## src/rtl/fp_uart_pkg.sv

```systemverilog
// Shared UART definitions for the FlexPRET UART receive and transmit blocks.
// Holds the receiver state encoding, the frame data width and a parity helper.
package fp_uart_pkg;

    localparam int UART_DATA_BITS = 8;

    typedef enum logic [2:0] {
        IDLE   = 3'd0,
        START  = 3'd1,
        DATA   = 3'd2,
        PARITY = 3'd3,
        STOP   = 3'd4,
        BREAK  = 3'd5
    } rx_state_t;

    // XOR-reduction of a data byte: 1 when the byte holds an odd number of ones.
    function automatic logic even_parity(input logic [UART_DATA_BITS-1:0] d);
        return ^d;
    endfunction

endpackage

```

## src/rtl/fp_uart_rx_fifo.sv

```systemverilog
// Receive byte FIFO, first-word-fall-through.
// The head byte is kept in a register that is refreshed whenever the FIFO will be
// non-empty after the current edge, so it holds the last head once the FIFO drains.
// A push while full is taken only when a pop happens in the same cycle.
module fp_uart_rx_fifo
    import fp_uart_pkg::*;
#(
    parameter int DEPTH = 8
) (
    input  logic                      clock,
    input  logic                      reset,
    input  logic                      push,
    input  logic [UART_DATA_BITS-1:0] push_data,
    input  logic                      pop,
    output logic                      full,
    output logic                      empty,
    output logic [UART_DATA_BITS-1:0] head
);

    localparam int AW = $clog2(DEPTH);
    localparam logic [AW:0] FULL_COUNT = (AW+1)'(DEPTH);
    localparam logic [AW:0] ZERO_COUNT = (AW+1)'(0);

    logic [UART_DATA_BITS-1:0] mem_r [DEPTH];
    logic [AW-1:0]             wr_ptr_r;
    logic [AW-1:0]             rd_ptr_r;
    logic [AW-1:0]             rd_ptr_n_s;
    logic [AW:0]               count_r;
    logic [AW:0]               count_n_s;
    logic [UART_DATA_BITS-1:0] head_r;
    logic                      do_push_s;
    logic                      do_pop_s;

    assign full  = (count_r == FULL_COUNT);
    assign empty = (count_r == ZERO_COUNT);
    assign head  = head_r;

    // Decide which push/pop actually commit and the resulting read pointer/count.
    always_comb begin
        do_pop_s   = pop & ~empty;
        do_push_s  = push & (~full | do_pop_s);
        rd_ptr_n_s = do_pop_s ? (rd_ptr_r + AW'(1)) : rd_ptr_r;
        count_n_s  = count_r;
        case ({do_push_s, do_pop_s})
            2'b10:   count_n_s = count_r + (AW+1)'(1);
            2'b01:   count_n_s = count_r - (AW+1)'(1);
            default: count_n_s = count_r;
        endcase
    end

    // Storage array write port.
    always_ff @(posedge clock or negedge reset) begin
        if (!reset) begin
            for (int i = 0; i < DEPTH; i++) begin
                mem_r[i] <= '0;
            end
        end else if (do_push_s) begin
            mem_r[wr_ptr_r] <= push_data;
        end
    end

    // Pointers and occupancy count.
    always_ff @(posedge clock or negedge reset) begin
        if (!reset) begin
            wr_ptr_r <= '0;
            rd_ptr_r <= '0;
            count_r  <= '0;
        end else begin
            if (do_push_s) begin
                wr_ptr_r <= wr_ptr_r + AW'(1);
            end
            rd_ptr_r <= rd_ptr_n_s;
            count_r  <= count_n_s;
        end
    end

    // Head register: bypass the incoming byte when it becomes the only entry.
    always_ff @(posedge clock or negedge reset) begin
        if (!reset) begin
            head_r <= '0;
        end else if (count_n_s != ZERO_COUNT) begin
            head_r <= (do_push_s && (wr_ptr_r == rd_ptr_n_s)) ? push_data : mem_r[rd_ptr_n_s];
        end
    end

endmodule

```

## src/rtl/fp_uart_rx.sv

```systemverilog
// FlexPRET UART receiver: 8N1 frames (8E1 when UART_RX_PARITY_EN is defined)
// decoded from the synchronised serial line into a ready/valid byte FIFO.
// The start bit is qualified at its midpoint; every later bit is sampled DIV
// clocks after the previous one, i.e. near its centre.
module fp_uart_rx
    import fp_uart_pkg::*;
#(
    parameter int DIV        = 434,
    parameter int FIFO_DEPTH = 8
) (
    input  logic                      clock,
    input  logic                      reset,
    input  logic                      rx,
    output logic [UART_DATA_BITS-1:0] data_out,
    output logic                      valid,
    input  logic                      ready,
    output logic                      frame_err,
    output logic                      overrun,
    output logic                      busy
);

    localparam int            CW       = $clog2(DIV);
    localparam logic [CW-1:0] CNT_TOP  = CW'(DIV - 1);
    localparam logic [CW-1:0] CNT_HALF = CW'(DIV / 2 - 1);
    localparam logic [CW-1:0] CNT_ZERO = CW'(0);
    localparam logic [2:0]    IDX_LAST = 3'(UART_DATA_BITS - 1);

    logic                      sync1_r;
    logic                      rs_r;
    rx_state_t                 state_r;
    rx_state_t                 state_n_s;
    logic [CW-1:0]             cnt_r;
    logic [CW-1:0]             cnt_n_s;
    logic [2:0]                idx_r;
    logic [2:0]                idx_n_s;
    logic [UART_DATA_BITS-1:0] shift_r;
    logic [UART_DATA_BITS-1:0] shift_n_s;
    logic                      push_r;
    logic                      push_n_s;
    logic                      frame_err_r;
    logic                      frame_err_n_s;
    logic                      busy_r;
    logic                      parity_ok_s;
    logic                      fifo_full_s;
    logic                      fifo_empty_s;
`ifdef UART_RX_PARITY_EN
    logic                      par_r;
    logic                      par_n_s;
`endif

    // Two-flop synchroniser; idles high so reset does not look like a start bit.
    always_ff @(posedge clock or negedge reset) begin
        if (!reset) begin
            sync1_r <= 1'b1;
            rs_r    <= 1'b1;
        end else begin
            sync1_r <= rx;
            rs_r    <= sync1_r;
        end
    end

    // Receiver state, bit timing and registered status outputs.
    always_ff @(posedge clock or negedge reset) begin
        if (!reset) begin
            state_r     <= IDLE;
            cnt_r       <= CNT_ZERO;
            idx_r       <= 3'd0;
            shift_r     <= '0;
            push_r      <= 1'b0;
            frame_err_r <= 1'b0;
            busy_r      <= 1'b0;
`ifdef UART_RX_PARITY_EN
            par_r       <= 1'b0;
`endif
        end else begin
            state_r     <= state_n_s;
            cnt_r       <= cnt_n_s;
            idx_r       <= idx_n_s;
            shift_r     <= shift_n_s;
            push_r      <= push_n_s;
            frame_err_r <= frame_err_n_s;
            busy_r      <= (state_n_s != IDLE);
`ifdef UART_RX_PARITY_EN
            par_r       <= par_n_s;
`endif
        end
    end

    // Next-state logic: bit sampling, framing and parity decisions.
    always_comb begin
        state_n_s     = state_r;
        cnt_n_s       = cnt_r;
        idx_n_s       = idx_r;
        shift_n_s     = shift_r;
        push_n_s      = 1'b0;
        frame_err_n_s = 1'b0;
`ifdef UART_RX_PARITY_EN
        par_n_s       = par_r;
        parity_ok_s   = ((even_parity(shift_r) ^ par_r) == 1'b0);
`else
        parity_ok_s   = 1'b1;
`endif
        case (state_r)
            IDLE: begin
                if (!rs_r) begin
                    state_n_s = START;
                    cnt_n_s   = CNT_HALF;
                end else begin
                    state_n_s = IDLE;
                end
            end
            START: begin
                if (cnt_r == CNT_ZERO) begin
                    if (rs_r) begin
                        // Line back high at mid start bit: treat as a glitch.
                        state_n_s = IDLE;
                    end else begin
                        state_n_s = DATA;
                        cnt_n_s   = CNT_TOP;
                        idx_n_s   = 3'd0;
                    end
                end else begin
                    cnt_n_s = cnt_r - CW'(1);
                end
            end
            DATA: begin
                if (cnt_r == CNT_ZERO) begin
                    shift_n_s = {rs_r, shift_r[UART_DATA_BITS-1:1]};
                    cnt_n_s   = CNT_TOP;
                    if (idx_r == IDX_LAST) begin
`ifdef UART_RX_PARITY_EN
                        state_n_s = PARITY;
`else
                        state_n_s = STOP;
`endif
                    end else begin
                        idx_n_s = idx_r + 3'd1;
                    end
                end else begin
                    cnt_n_s = cnt_r - CW'(1);
                end
            end
            PARITY: begin
`ifdef UART_RX_PARITY_EN
                if (cnt_r == CNT_ZERO) begin
                    par_n_s   = rs_r;
                    state_n_s = STOP;
                    cnt_n_s   = CNT_TOP;
                end else begin
                    cnt_n_s = cnt_r - CW'(1);
                end
`else
                // Unreachable without parity support; recover to IDLE.
                state_n_s = IDLE;
`endif
            end
            STOP: begin
                if (cnt_r == CNT_ZERO) begin
                    if (!rs_r) begin
                        // Bad stop (with or without bad parity): one pulse, wait for line high.
                        frame_err_n_s = 1'b1;
                        state_n_s     = BREAK;
                    end else if (!parity_ok_s) begin
                        frame_err_n_s = 1'b1;
                        state_n_s     = IDLE;
                    end else begin
                        push_n_s  = 1'b1;
                        state_n_s = IDLE;
                    end
                end else begin
                    cnt_n_s = cnt_r - CW'(1);
                end
            end
            BREAK: begin
                if (rs_r) begin
                    state_n_s = IDLE;
                end else begin
                    state_n_s = BREAK;
                end
            end
            default: begin
                state_n_s = IDLE;
            end
        endcase
    end

    fp_uart_rx_fifo #(
        .DEPTH (FIFO_DEPTH)
    ) u_fifo (
        .clock     (clock),
        .reset     (reset),
        .push      (push_r),
        .push_data (shift_r),
        .pop       (ready),
        .full      (fifo_full_s),
        .empty     (fifo_empty_s),
        .head      (data_out)
    );

    assign valid     = ~fifo_empty_s;
    assign frame_err = frame_err_r;
    assign busy      = busy_r;
    // A byte is lost only if the FIFO is full and no pop frees a slot in the push cycle.
    assign overrun   = push_r & fifo_full_s & ~(ready & ~fifo_empty_s);

endmodule

```

## config.mk

```make
export PLATFORM = sky130hd
export DESIGN_NAME = fp_uart_rx
export DESIGN_NICKNAME = d
export VERILOG_FILES = /design/src/rtl/fp_uart_pkg.sv /design/src/rtl/fp_uart_rx_fifo.sv /design/src/rtl/fp_uart_rx.sv
export SDC_FILE = /design/constraint.sdc
export NUM_CORES = 1
export LEC_CHECK = 0
export BUFFER_PORTS_ARGS = -buffer_cell sky130_fd_sc_hd__buf_4
export CORE_UTILIZATION = 55
export CTS_BUF_LIST = sky130_fd_sc_hd__clkbuf_16
export DETAILED_ROUTE_END_ITERATION = 6
export HOLD_SLACK_MARGIN = 0.1
export PLACE_DENSITY_LB_ADDON = 0.2
export SLEW_MARGIN = 20
export SYNTH_ARGS = -nofsm -noshare
export SYNTH_HDL_FRONTEND = slang
export SYNTH_SLANG_ARGS = --single-unit
```

## constraint.sdc

```tcl
create_clock -name clock -period 5.2 [get_ports clock]
set_input_delay 0.26 -clock clock [delete_from_list [all_inputs] [get_ports clock]]
set_output_delay 0.26 -clock clock [all_outputs]
set_load 0.005 [all_outputs]
```

* After elaboration in Yosys (flattened, before gate mapping) *
Index checks and enable logic that the tools add are counted.

word-level totals
  memories kept = 0
  output and inout port bits = 12
  bits in writable memories = 0
  latch bits = 0
  ROM bits = 0
  logic and storage cells = 102
  bits in registers = 110

operators by class
  eq/ne operators = 16
  reductions and logical operators = 12
  bitwise operators = 10
  $lt $le $gt $ge = 3
  div/mod/pow operators = 0
  multiply operators = 0
  add/sub/neg operators = 6
  shifts and indexed selects = 0
  mux-type cells = 34

operator list
  operator               count
  $bwmux W64             1
  $mux W9                5
  $pmux W9 S4            1
  $mux W8                4
  $mux W3                10
  $bmux W8 S3            1
  $demux W8 S3           1
  $pmux W3 S5            1
  $ne A2 B2 Y1 const B   6
  $add A3 B1 Y3 const B  3
  $eq A3 B3 Y1 const B   3
  $logic_not A9 Y1       1
  $sub A9 B1 Y9 const B  1
  $ge A4 B4 Y1 const B   2
  $not A3 Y4             2
  $pmux W4 S2            1
  $reduce_bool A4 Y1     2
  $mux W1                7
  $pmux W3 S2            1
  $reduce_and A5 Y1      1
  $add A4 B1 Y4 const B  1
  $and A1 B1 Y1          4
  $eq A4 B4 Y1 const B   1
  $logic_not A4 Y1       1
  17 further kinds       20

* Depth between registers and ports, before layout *
  depth after elaboration = 9
  depth in mapped cells = 16
  mapped depth without buffers = 13

* Hierarchy *
A second synthesis with hierarchy kept.

second synthesis, totals
  cell total of the unflattened synthesis = 550
  area, all modules = 6254.7 um^2

by module, submodules not included
  module           sequential area each (um^2)  area an instance (um^2)  times used  cells each
  fp_uart_rx_fifo  2052.0                       4803.4                   1           415
  fp_uart_rx       703.2                        1451.4                   1           135

* Worst setup path after synthesis *
No wires, ideal clock.

  path type = register to register
  from = reg u_fifo.count_r[1]
  to = reg u_fifo.head_r[7], in the netlist u_fifo.head[7]
  stages on the path, launching flop included = 15
  buffers on the path = 3
  required time = 5.064 ns
  slack = 1.720 ns
  setup time = 0.136 ns
  clock period less this slack = 3.480 ns
  arrival time = 3.344 ns
  cells stage by stage = dfrtp_1 -> buf_2 -> o41ai_4 -> inv_2 -> clkbuf_1 -> ha_1 -> xor2_1 -> ha_1 -> a21oi_1 -> mux2i_1 -> xnor2_1 -> nor4_1 -> clkbuf_1 -> nand4bb_1 -> o211ai_1

on the way
  elaborated cells between the ends (all ways) = 21

RTL lines
  item                                                 line                   RTL
  from (decl)                                          fp_uart_rx_fifo.sv:28  logic [AW:0] count_r;
  from (signal assigned)                               fp_uart_rx_fifo.sv:73  count_r <= count_n_s;
  $logic_not A4 Y1                                     fp_uart_rx_fifo.sv:35  assign empty = (count_r == ZERO_COUNT);
  $not A1 Y1                                           fp_uart_rx_fifo.sv:40  do_pop_s = pop & ~empty;
  $and A1 B1 Y1                                        fp_uart_rx_fifo.sv:40
  $or A1 B1 Y1                                         fp_uart_rx_fifo.sv:41  do_push_s = push & (~full | do_pop_s);
  $and A1 B1 Y1                                        fp_uart_rx_fifo.sv:41
  $eq A2 B1 Y1 / $eq A2 B2 Y1 (equally long branches)  fp_uart_rx_fifo.sv:44  case ({do_push_s, do_pop_s})
  $pmux W4 S2 *                                        fp_uart_rx_fifo.sv:44
  net u_fifo.count_n_s[2]                              fp_uart_rx_fifo.sv:29  logic [AW:0] count_n_s;
  $reduce_bool A4 Y1 *                                 fp_uart_rx_fifo.sv:81  end else if (count_n_s != ZERO_COUNT) begin
  to (signal assigned)                                 fp_uart_rx_fifo.sv:82  head_r <= (do_push_s && (wr_ptr_r == rd_ptr_n_s)) ? push_data : mem_r[rd_ptr_n_s];
  to (decl)                                            fp_uart_rx_fifo.sv:30  logic [UART_DATA_BITS-1:0] head_r;

The timed path passes the listed nets; every way through them passes the cells marked *. The select of a mux whose other input is x is not followed.
A chain may end at the register's enable or synchronous reset.

* Worst setup path after layout *
  from = reg u_fifo.count_r[0]
  to = reg u_fifo.head_r[1], in the netlist u_fifo.head[1]

Same word-level chain as after synthesis.

==> results.sh <==
export IMPL_run_status="complete, no violations"
export IMPL_starting_utilization_of_the_core_area_pct=56.90
export IMPL_fp_dieArea_um2=11100
export IMPL_grtUsageTotal_pct=25.05
export IMPL_via_count_of_the_routed_design=4364
export IMPL_detail_route_iter0_violations=358
export IMPL_postSynth_asyncResetShare_pct=100.0
export IMPL_worst_setup_path_type="flip-flop to flip-flop"
export IMPL_wl_per_cell_um=20.41
export IMPL_proportion_of_layout_cells_with_a_drive_suffix_above_1_pct=22.82
export IMPL_hold_worst_slack_ps=361.0
export IMPL_rows=37
export IMPL_postSynthAreaPerCell_um2=11.17
export IMPL_cts_root_buffer_cell="sky130_fd_sc_hd__clkbuf_16"
export IMPL_fp_dieH_um=105.3
export IMPL_worst_setup_hold_path_clk_slew_ps=70
export IMPL_synth_top_area_share_pct=46.01
export IMPL_cp_arrival_ps=3800
export IMPL_dp_hpwl_um=8546
export IMPL_slew_limit_headroom_pct=25.29
export IMPL_sum_of_internal_switching_and_leakage_power_w=0.002650
export IMPL_seqPwrFrac_pct=37.8
export IMPL_cts_sink_count=110
export IMPL_finalWorstPathRequiredPeriod_ps=3533
export IMPL_number_of_search_and_repair_iterations_in_the_first_detailed_routing_pass=5
export IMPL_synth_ff_type="sky130_fd_sc_hd__dfrtp_1"
export IMPL_share_clk_of_total_power_pct=25.0
export IMPL_placeableCoreArea_um2=10320
export IMPL_synth_top_cell_by_area="sky130_fd_sc_hd__dfrtp_1"
export IMPL_grt_overflow_total=0
export IMPL_final_setup_tns_ps=0
export IMPL_ctsResizeCount=0
export IMPL_synth_yosys_seq_area_share_pct=46.90
export IMPL_postSynthRegisterBits=110
export IMPL_netSwitchingPower_w=0.0009745
export IMPL_power_density_nw_per_um2=419.6
export IMPL_drt_vias_per_instance=6.683
export IMPL_globalplace_congestion=0.8014
export IMPL_rsz_0062_raised_after_global_routing="false"
export IMPL_final_period_utilization_pct=67.94
export IMPL_placed_cells=635
export IMPL_vias_in_the_first_global_route=4072
export IMPL_post_synthesis_cell_count=526
export IMPL_finalClockSkew_ps=12.42
export IMPL_n_antenna_cell=0
export IMPL_synth_nets=538
export IMPL_setup_ws_ps=1667
export IMPL_fraction_of_power_spent_switching_nets_pct=36.78
export IMPL_timing_max_cap_violations=0
export IMPL_grt_antenna_before_repair=0
export IMPL_clock_tree_buffer_depth=2
export IMPL_synth_edf_count=0
export IMPL_drc=0
export IMPL_vdd_ir_drop_max_mv=0.3286
export IMPL_p_int_w=0.001675
export IMPL_synth_area_um2=5874
export IMPL_finalMaxSlewViolations=0
export IMPL_startpoint_class="flip-flop"
export IMPL_post_place_ws_ps=1719
export IMPL_power_combinational_fraction_pct=37.1
export IMPL_yosys_cell_types_count=60
export IMPL_areaGrowthSynthToFinish_pct=7.497
export IMPL_route_antenna_remaining_nets=0
export IMPL_h_tree_depth=3
export IMPL_endpoint_kind="flip-flop"
export IMPL_overall_die_width_um=105.3
export IMPL_drt_total_wl_um=13330
export IMPL_synthTopCellsByCount="sky130_fd_sc_hd__dfrtp_1 (108), sky130_fd_sc_hd__mux2_2 (72), sky130_fd_sc_hd__a221oi_1 (48)"
export IMPL_worst_pin_slew_ps=1116
export IMPL_hold_violations=0
export IMPL_grt_first_pass_wirelength_um=21230
export IMPL_instances_no_fill=653
export IMPL_cts_tree="done"
export IMPL_synthMostInstantiatedCell="sky130_fd_sc_hd__dfrtp_1"
export IMPL_path_max_fanout=17
export IMPL_power_leakage_nw=2.840
export IMPL_numPortBuffers=15
export IMPL_insertion_delay_of_the_later_clocked_pin_in_the_worst_skew_pair_ps=350
export IMPL_final_number_of_setup_violating_endpoints=0
export IMPL_pin_count_of_the_biggest_net_entering_global_routing=60
export IMPL_top_post_synthesis_cells_by_area="sky130_fd_sc_hd__dfrtp_1 (46%), sky130_fd_sc_hd__mux2_2 (14%), sky130_fd_sc_hd__a221oi_1 (7.2%)"
export IMPL_worstHoldPathType="flip-flop to flip-flop"
export IMPL_critical_path_required_ps=5470
export IMPL_fmaxAchievable_ghz=0.2831
export IMPL_yosys_warnings=0
export IMPL_numCtsBuffers=9
export IMPL_nNetsFinal=524
export IMPL_design_portCount=16
-- flip-flops by register name, summed over array words and instances (netlist names) --
name             count
cnt_r                9
idx_r                3
state_r              3
u_fifo.mem_r        64
shift_r              8
u_fifo.head          8
sync1_r              1
rs_r                 1
u_fifo.wr_ptr_r      3
u_fifo.count_r       4
busy                 1
push_r               1
frame_err            1
u_fifo.rd_ptr_r      3
-- kinds of logic after synthesis --
| family | count (synthesis) | share of synthesized area, % |
|---|---|---|
| compound gates | 127 | 17.10 |
| simple gates | 120 | 11.44 |
| flops | 110 | 46.90 |
| mux | 90 | 16.87 |
| buf+inv | 59 | 3.961 |
| xor+xnor | 12 | 2.023 |
| fa+ha+maj | 8 | 1.704 |
-- cell type report --
cell class / count / area [um^2]
inverter: 13 / 48.80
multi-input combinational: 357 / 2895
clock buffer: 9 / 225.2
tap: 136 / 170.2
sequential: 110 / 2755
timing repair buffer: 21 / 162.7
fill: 839 / 4009
clock inverter: 7 / 57.56
-- metal layers --
metal  global-route usage (%)  routed length (um)
met5                        0                   0
met1                    33.96                5909
met2                    39.19                6289
met4                    8.853                 288
met3                    6.122                 837
-- worst paths after layout --
check	from	to	slack, ps	cells past startpoint
setup / recovery	u_fifo.count_r[0]	u_fifo.head[1]	1670	14
setup reg to reg	u_fifo.count_r[0]	u_fifo.head[1]	1670	14
min in group asynchronous	reset	u_fifo.wr_ptr_r[0]	490	2
max in group asynchronous	reset	u_fifo.mem_r[13]	3540	3
hold / removal	sync1_r	rs_r	360	0
hold reg to reg	sync1_r	rs_r	360	0
-- timing repair --
item,4_1_cts,5_1_grt
endpoints found under the setup margin,0,0
hold endpoints to repair,52,0
setup buffers,0,0
hold buffers,2,0
-- placed cells by master (no fill, tap or decap), types with 3 or more instances in the layout --
| master | n |
|---|---|
| sky130_fd_sc_hd__nor3_1 | 7 |
| sky130_fd_sc_hd__dfrtp_1 | 108 |
| sky130_fd_sc_hd__nor2b_1 | 4 |
| sky130_fd_sc_hd__clkinv_1 | 4 |
| sky130_fd_sc_hd__and3_1 | 3 |
| sky130_fd_sc_hd__nand2_1 | 26 |
| sky130_fd_sc_hd__o32a_1 | 8 |
| sky130_fd_sc_hd__clkbuf_16 | 9 |
| sky130_fd_sc_hd__mux2_2 | 72 |
| sky130_fd_sc_hd__mux2i_1 | 18 |
| sky130_fd_sc_hd__xor2_1 | 5 |
| sky130_fd_sc_hd__or2_2 | 3 |
| sky130_fd_sc_hd__buf_4 | 19 |
| sky130_fd_sc_hd__inv_1 | 13 |
| sky130_fd_sc_hd__a31oi_1 | 3 |
| sky130_fd_sc_hd__nor2_1 | 38 |
| sky130_fd_sc_hd__nand2b_1 | 4 |
| sky130_fd_sc_hd__xnor2_1 | 6 |
| sky130_fd_sc_hd__a21oi_1 | 10 |
| sky130_fd_sc_hd__nand4bb_1 | 8 |
| sky130_fd_sc_hd__o21ai_0 | 13 |
| sky130_fd_sc_hd__o211ai_1 | 18 |
| sky130_fd_sc_hd__ha_1 | 8 |
| sky130_fd_sc_hd__a221oi_1 | 48 |
| sky130_fd_sc_hd__o31ai_1 | 12 |
| sky130_fd_sc_hd__nand3_1 | 4 |
-- through the flow --
step | util, % | cell area [um^2]
floorplan | - | 5874
detailed placement | 58.21 | 6010
global route | 61.17 | 6315
finish | 61.17 | 6315
CTS | 61.14 | 6312
global placement | 58.21 | 6010
-- worst max-delay path, cell delays in order (launching register included) --
cell and delay [ps]:
sky130_fd_sc_hd__dfrtp_1 480, sky130_fd_sc_hd__nor3_1 320, sky130_fd_sc_hd__nand2_1 70, sky130_fd_sc_hd__and2_1 260
sky130_fd_sc_hd__inv_1 220, sky130_fd_sc_hd__ha_1 290, sky130_fd_sc_hd__xor2_1 90, sky130_fd_sc_hd__ha_1 190
sky130_fd_sc_hd__a21oi_1 170, sky130_fd_sc_hd__mux2i_1 270, sky130_fd_sc_hd__xnor2_1 220, sky130_fd_sc_hd__nor4_2 90
sky130_fd_sc_hd__buf_4 200, sky130_fd_sc_hd__or2_2 360, sky130_fd_sc_hd__o211ai_1 200
-- power by group through the flow --
stage | clock network [W] | logic [W] | registers, W
5_1_grt | 0.000712 | 0.00106 | 0.00101
3_3_place_gp | 0 | 0.000947 | 0.00101
6_report | 0.000663 | 0.000984 | 0.00100
2_1_floorplan | 0 | 0.000706 | 0.000985
4_1_cts | 0.000678 | 0.000972 | 0.00100
3_5_place_dp | 0 | 0.000967 | 0.00102
Note: power is estimated with default switching activity, not from simulation.
